<file path="src/rtl/reorder_buffer.sv">
// In-order commit buffer behind the renamer: frees superseded physical registers at commit
// and newly claimed ones on flush. Define ROB_BYPASS_EN to let a head completion commit in the same cycle.
module reorder_buffer #(
   parameter int DEPTH = 8,
   parameter int TAG_W = $clog2(DEPTH)
) (
   input  logic             clk,
   input  logic             rst_n,
   input  logic             disp_valid,
   input  logic [7:0]       disp_wbs,
   output logic             disp_ready,
   output logic [TAG_W-1:0] disp_tag,
   input  logic             cmpl_valid,
   input  logic [TAG_W-1:0] cmpl_tag,
   input  logic             flush,
   output logic             retire_ena,
   output logic [3:0]       retire_phys,
   output logic             commit_valid,
   output logic [TAG_W:0]   count,
   output logic             empty
);

   typedef enum logic {RUN, SQUASH} state_t;

   state_t state, state_next;

   logic [DEPTH-1:0] valid_q;
   logic [DEPTH-1:0] done_q;
   logic [3:0]       old_q [DEPTH];
   logic [3:0]       new_q [DEPTH];
   logic [TAG_W:0]   head_q;
   logic [TAG_W:0]   tail_q;

   logic [TAG_W-1:0] head_idx;
   logic [TAG_W-1:0] tail_idx;
   logic [TAG_W-1:0] last_idx;
   logic             full;
   logic             disp_fire;
   logic             head_done;
   logic             commit_fire;
   logic             squash_fire;
   logic             cmpl_hit;

   assign head_idx = head_q[TAG_W-1:0];
   assign tail_idx = tail_q[TAG_W-1:0];
   assign last_idx = tail_idx - TAG_W'(1);

   assign count = tail_q - head_q;
   assign empty = (count == '0);
   assign full  = (head_idx == tail_idx) && (head_q[TAG_W] != tail_q[TAG_W]);

   assign disp_ready = !full && (state == RUN);
   assign disp_tag   = tail_idx;
   assign disp_fire  = disp_valid && disp_ready;

`ifdef ROB_BYPASS_EN
   assign head_done = done_q[head_idx] || (cmpl_valid && (cmpl_tag == head_idx));
`else
   assign head_done = done_q[head_idx];
`endif

   // A flush cycle never commits, so the squash sees every uncommitted entry.
   assign commit_fire = (state == RUN) && !flush && valid_q[head_idx] && head_done;
   assign squash_fire = (state == SQUASH) && (count != '0);
   assign cmpl_hit    = (state == RUN) && cmpl_valid && valid_q[cmpl_tag]
                        && !(disp_fire && (cmpl_tag == tail_idx));

   always_ff @(posedge clk) begin
      if (!rst_n) begin
         state <= RUN;
      end else begin
         state <= state_next;
      end
   end

   always_comb begin
      state_next = state;
      case (state)
         RUN: begin
            if (flush && (count != '0)) begin
               state_next = SQUASH;
            end
         end
         SQUASH: begin
            if (count <= {{TAG_W{1'b0}}, 1'b1}) begin
               state_next = RUN;
            end
         end
         default: state_next = RUN;
      endcase
   end

   always_comb begin
      retire_ena   = 1'b0;
      retire_phys  = 4'd0;
      commit_valid = 1'b0;
      case (state)
         RUN: begin
            if (commit_fire) begin
               commit_valid = 1'b1;
               retire_ena   = (old_q[head_idx] != 4'd0);
               retire_phys  = old_q[head_idx];
            end
         end
         SQUASH: begin
            if (squash_fire) begin
               retire_ena  = (new_q[last_idx] != 4'd0);
               retire_phys = new_q[last_idx];
            end
         end
         default: ;
      endcase
   end

   // Later assignments win, so a commit clears done even if a completion hits the same slot.
   always_ff @(posedge clk) begin
      if (!rst_n) begin
         head_q  <= '0;
         tail_q  <= '0;
         valid_q <= '0;
         done_q  <= '0;
      end else begin
         if (cmpl_hit) begin
            done_q[cmpl_tag] <= 1'b1;
         end
         if (disp_fire) begin
            valid_q[tail_idx] <= 1'b1;
            done_q[tail_idx]  <= 1'b0;
         end
         if (commit_fire) begin
            valid_q[head_idx] <= 1'b0;
            done_q[head_idx]  <= 1'b0;
            head_q            <= head_q + 1'b1;
         end
         if (squash_fire) begin
            valid_q[last_idx] <= 1'b0;
            done_q[last_idx]  <= 1'b0;
            tail_q            <= tail_q - 1'b1;
         end else if (disp_fire) begin
            tail_q <= tail_q + 1'b1;
         end
      end
   end

   always_ff @(posedge clk) begin
      if (disp_fire) begin
         old_q[tail_idx] <= disp_wbs[7:4];
         new_q[tail_idx] <= disp_wbs[3:0];
      end
   end

endmodule

</file>
<file path="config.mk">
export PLATFORM = sky130hd
export DESIGN_NAME = reorder_buffer
export DESIGN_NICKNAME = d
export VERILOG_FILES = /design/src/rtl/reorder_buffer.sv
export SDC_FILE = /design/constraint.sdc
export NUM_CORES = 1
export LEC_CHECK = 0
export ABC_AREA = 1
export BUFFER_PORTS_ARGS = -buffer_cell sky130_fd_sc_hd__buf_4
export CAP_MARGIN = 20
export CELL_PAD_IN_SITES_DETAIL_PLACEMENT = 0
export CELL_PAD_IN_SITES_GLOBAL_PLACEMENT = 1
export CORE_MARGIN = 3
export CORE_UTILIZATION = 49
export DETAILED_ROUTE_END_ITERATION = 7
export PLACE_DENSITY = 0.94
export SLEW_MARGIN = 20
export SYNTH_ARGS = -nofsm -noshare
export SYNTH_HDL_FRONTEND = slang
export SYNTH_SLANG_ARGS = --single-unit
</file>
<file path="constraint.sdc">
create_clock -name clk -period 5.78 [get_ports clk]
set_clock_uncertainty 0.05 [all_clocks]
set_input_delay 0.578 -clock clk [delete_from_list [all_inputs] [get_ports clk]]
set_output_delay 0.578 -clock clk [all_outputs]
set_load 0.005 [all_outputs]
</file>
### Yosys cells after proc, flatten, opt, wreduce, memory -nomap -nowiden

Memories as Yosys holds them, arrays and structs flattened. A register that Yosys moved wholly into a read port is not among the register bits.
Cells that the tools add are included.

* bitwise operators: 11
* muxes and demuxes: 43
* equal/unequal tests: 3
* reduce and logical (&&, ||, !) cells: 24
* add/sub/neg operators: 5
* order comparisons: 9

Operators with widths (count)
* $mux W8: 12
* $and A8 B8 Y8: 5
* $not A8 Y8: 3
* $logic_and A1 B1 Y1: 16
* $lt A3 B4 Y1 const B: 4
* $mux W4: 4
* $or A8 B8 Y8: 2
* $mux W1: 15
* $demux W1 S3: 4
* $ge A3 B1 Y1 const B: 4
* $reduce_bool A4 Y1: 3
* $bmux W1 S3: 3
* $add A4 B1 Y4 const B: 2
* $pmux W4 S2: 1
* $eq A3 B3 Y1: 2
* $mux W3: 2
* $le A4 B1 Y1 const B: 1
* $logic_not A4 Y1: 1
* $pmux W1 S2: 2
* $sub A4 B1 Y4 const B: 1
* $sub A4 B4 Y4: 1
* $logic_not A1 Y1: 3
* $sub A3 B1 Y3 const B: 1
* $reduce_bool A2 Y1: 1
* other kinds (2): 2

* output and inout port bits: 15
* register bits: 25
* memories kept: 2
* bits in writable memories: 64

Memory list
* new_q: depth 8, width 4, rd ports 1, clocked after Yosys merged registers in 0, write ports 1, line 30 `logic [3:0] new_q [DEPTH];`
* old_q: depth 8, width 4, rd ports 1, clocked after Yosys merged registers in 1, write ports 1, line 29 `logic [3:0] old_q [DEPTH];`

### Longest topological paths before layout

* depth in word-level cells: 18
* gate-level depth with buffers: 20
* mapped depth without buffers: 18

### Worst setup path before layout

No wires, ideal clock.

* path type: flip-flop to flip-flop
* from: register tail_q[0]
* to: register tail_q[3]
* setup time: 0.115 ns
* arrival: 2.808 ns
* stages on the path, launching flop included: 18
* setup slack: 2.807 ns
* cell sequence: dfxtp_1 -> buf_2 -> inv_2 -> clkbuf_1 -> ha_1 -> fa_1 -> nand2_1 -> inv_1 -> nand3_1 -> nand2_1 -> inv_1 -> ha_1 -> a21oi_1 -> nand2_1 -> nand2_1 -> nand2_1 -> a21oi_1 -> nor2_1

* word-level cells in the longest chain between the ends: 6
* elaborated cells between the ends (all ways): 13
* classes of those cells: add/sub: 3; eq/ne: 1; mux: 2; reduce/logical: 7

Ends and longest elaborated chain
* from (decl): line 32 `logic [TAG_W:0] tail_q;`
* from (signal assigned): line 138 `tail_q <= tail_q - 1'b1;`
* from (signal assigned): line 140 `tail_q <= tail_q + 1'b1;`
* parallel branches: the longest is 6 deep, another holds $sub A4 B4 Y4

Parallel ways; which one is timed is not known. The select of a mux whose other input is x is not followed.
A chain may end at the register's enable or synchronous reset.

### Worst setup path in the final report

* from: register head_q[0]
* to: output port retire_ena

* word-level cells in the longest chain between the ends: 6
* elaborated cells between the ends (all ways): 12
* classes of those cells: add/sub: 1; mux: 7; reduce/logical: 4

Ends and longest elaborated chain
* from (decl): line 31 `logic [TAG_W:0] head_q;`
* from (signal assigned): line 133 `head_q <= head_q + 1'b1;`
* parallel branches: the longest is 5 deep, another holds $sub A4 B4 Y4
* $pmux W1 S2 (*): line 97 `case (state)`
* to (decl): line 16 `output logic retire_ena,`

Every way passes the cells marked *. The select of a mux whose other input is x is not followed.

==> run_results.csv <==
group,metric,value,unit
die,die_w,104.1,um
final_layout,multiInputGateArea,1826,sq um
clock_tree,cts.htree.levels,3,
global_route,grt_pass1_wl,18060,um
sta,finalHoldViolCount,0,
die,dieArea,10840,sq um
clock_tree,cts_buffers,9,
sta,worstMarginPinSlew,696.9,ps
placed_design,place_hpwl,7955,um
placed_design,dp_cells,717,
sta,setup_viol,0,
final_layout,antenna_cells,0,
final_layout,regArea,2482,sq um
synthesis,yosysSeqAreaShare,52.63,%
global_route,grt.total_usage,21.17,%
critical_path,crit_path_end_kind,"primary output",
sta,slew_headroom,53.48,%
placed_design,place_area,4974,sq um
sta,timing.fmax,273.1,MHz
global_route,antenna_found_initial,0,
final_layout,layout.cells.non_filler,733,
detailed_routing,drcViolationCount,0,
clock_tree,clock_latency,370,ps
critical_path,startpoint_type,"register",
sta,final.min_clock_period,3662,ps
die,rows,35,
critical_path,critical_path.max_stage_delay,780,ps
sta,whs,384.0,ps
power,irDropWorstVdd,0.1713,mV
clock_tree,cts_root_buf,"clkbuf_8",
clock_tree,cts.sinks,92,
final_layout,design_area,5171,sq um
sta,rsz0062_at_grt,"false",
synthesis,syn-instance-count,581,
synthesis,yosys_register_bits,92,
synthesis,synthTopCellsByArea,"edfxtp_1 41%, nand2_1 15%, dfxtp_1 12%",
final_layout,area.growth.synth_to_final,9.629,%
synthesis,netlist_area,4717,sq um
synthesis,synth_top_area_cell,"edfxtp_1",
clock_tree,clk_pin_slew,100,ps
synthesis,ys.flop_type,"edfxtp_1",
die,die_h,104.1,um
synthesis,synthTopCellsByCount,"186 x nand2_1, 64 x edfxtp_1, 64 x inv_1",
global_route,grt_remaining_overflow,0,
flow_run,maxCapViolCount,0,
synthesis,synth_top_area_share,40.74,%
synthesis,async_flop_share,0,%
synthesis,syn_avg_cell_area,8.119,sq um
final_layout,final_net_count,624,
detailed_routing,vias,3765,
final_layout,drive_above_1_share,10.76,%
critical_path,slowest_stage,"dfxtp_1",
global_route,grt_max_degree,29,
power,p_seq_share,40.9,%
die,io_pins,31,
critical_path,crit_fanout,19,
outcome,outcome,"finished clean",
clock_tree,cts.path.max_buffers,2,
clock_tree,cts_tree,"yes",
power,p_sw,814.7,uW
critical_path,cp_data_required_time,5150,ps
synthesis,synth-edff-count,64,
detailed_routing,ant_nets,0,
hold_path,worstHoldPathType,"in2reg",
synthesis,ys_warn_count,0,
detailed_routing,wl_per_cell,15.26,um
synthesis,synthesis.nets,606,
critical_path,cp_common_cell,"nand2_1",
detailed_routing,dr.pass1.iters,5,
die,initial_core_util,50.81,%
critical_path,criticalPathCategory,"reg2out",
power,pwr-share-clk,21.1,%
clock_tree,cts_resized,0,
power,pwr-share-comb,38.0,%
synthesis,ys_types,35,
detailed_routing,wl,11190,um
detailed_routing,drt_iter0_markers,211,
power,swShare,40.44,%
placed_design,place_congestion,0.8685,
detailed_routing,viasPerCell,5.136,
clock_tree,cts_hold_buf,0,
sta,maxSlewViolCount,0,
final_layout,n_fill_cell,893,
synthesis,synth_most_common_cell,"nand2_1",
die,coreArea,9284,sq um
power,leakage,0.002258,uW
clock_tree,cts_setup_buffers,0,
critical_path,arrival,3030,ps
power,p_int,1200,uW
critical_path,path_cells,"ha_1 > fa_1 > inv_1 > or2_1 > nand2_1 > nand3_1 > nand2_1 > inv_1 > nand2_1 > nand2_1 > buf_4",
placed_design,numPortBuffers,30,
power,power_density,389.5,nW/um^2
global_route,grt_pass1_vias,3495,
sta,finalCritPeriodShare,63.35,%
sta,setup_tns,0,ps
-- through the flow --
step / total power (uW) / util [%] / setup WS, ps
after floorplan: 1363 / - / 2807
after global placement: 1582 / 53.57 / 2495
after detailed placement: 1592 / 53.57 / 2386
after CTS: 2015 / 55.70 / 2136
after global routing: 2154 / 55.70 / 1807
final: 2014 / 55.70 / 2118
-- routing by layer --
| layer | wire length [um] | global-route usage (%) | share of wire [%] | up-vias |
|---|---|---|---|---|
| met5 | 0 | 0 | 0 | - |
| met4 | 171 | 6.268 | 1.5 | 0 |
| met3 | 499 | 2.917 | 4.5 | 16 |
| met2 | 5460 | 36.26 | 49 | 100 |
| met1 | 5054 | 28.07 | 45 | 1743 |
| li1 | - | - | - | 1906 |
-- power groups by stage --
| stage | clock, uW | sequential (uW) | combinational [uW] |
|---|---|---|---|
| 2_1_floorplan | 0 | 814 | 548 |
| 3_3_place_gp | 0 | 836 | 747 |
| 3_5_place_dp | 0 | 838 | 754 |
| 4_1_cts | 430 | 823 | 761 |
| 5_1_grt | 453 | 832 | 869 |
| 6_report | 425 | 824 | 765 |
-- worst paths after layout --
path	startpoint	slack, ps	to	depth (start not counted)
max reg2reg	head_q[0]	2310	tail_q[3]	15
min reg2reg	valid_q[7]	470	valid_q[7]	2
min	disp_wbs[2]	380	new_q[4][2]	1
max	head_q[0]	2120	retire_ena	11
-- registers in the layout, indices dropped and copies added, names as in the netlist, named ones only --
register / count
valid_q: 8
head_q: 4
tail_q: 4
done_q: 8
state: 1
new_q: 32
old_q: 32
-- cells by family after synthesis --
logic type      count (synthesis)  share of synthesized area (%)
compound gates                 59                          6.525
xor+xnor                        4                         0.7428
fa+ha+maj                       9                          2.706
buf+inv                        95                          8.674
flops                          92                          52.63
simple gates                  322                          28.73
-- layout by cell type, fill, tap and decap left out --
cell type	count
clkinv_4	3
nor4_1	1
buf_4	31
o211ai_1	2
clkbuf_8	9
a21oi_1	19
inv_8	2
o21ai_0	30
edfxtp_1	64
clkinv_1	1
fa_1	2
nand2_2	4
o21ai_1	4
nor3b_1	1
inv_1	64
o22ai_1	3
dfxtp_1	28
xor2_1	2
nand4_1	4
clkinv_8	1
or2_1	2
nor3_1	13
nor2_1	61
nor2_2	2
inv_2	5
a21oi_2	1
xnor2_1	2
nand2_4	1
nand2_1	186
nand3b_1	1
nor2_4	4
ha_1	7
nand3_1	42
inv_6	2
-- layout make-up --
class	count	area share, %
flip-flops and latches	92	48.00
multi-input cells	394	35.30
inverters	71	5.250
repair buffers	31	4.500
well taps	129	3.121
clock buffers	9	2.395
clock inverters	7	1.428
-- worst max-delay path, delay by kind of cell, from the launching register on --
| family | cells | cell delay [ps] |
|---|---|---|
| simple gates | 6 | 1060 |
| flops | 1 | 780 |
| fa+ha+maj | 2 | 500 |
| buf+inv | 3 | 330 |
No activity file was read; power rests on OpenSTA's default activity.
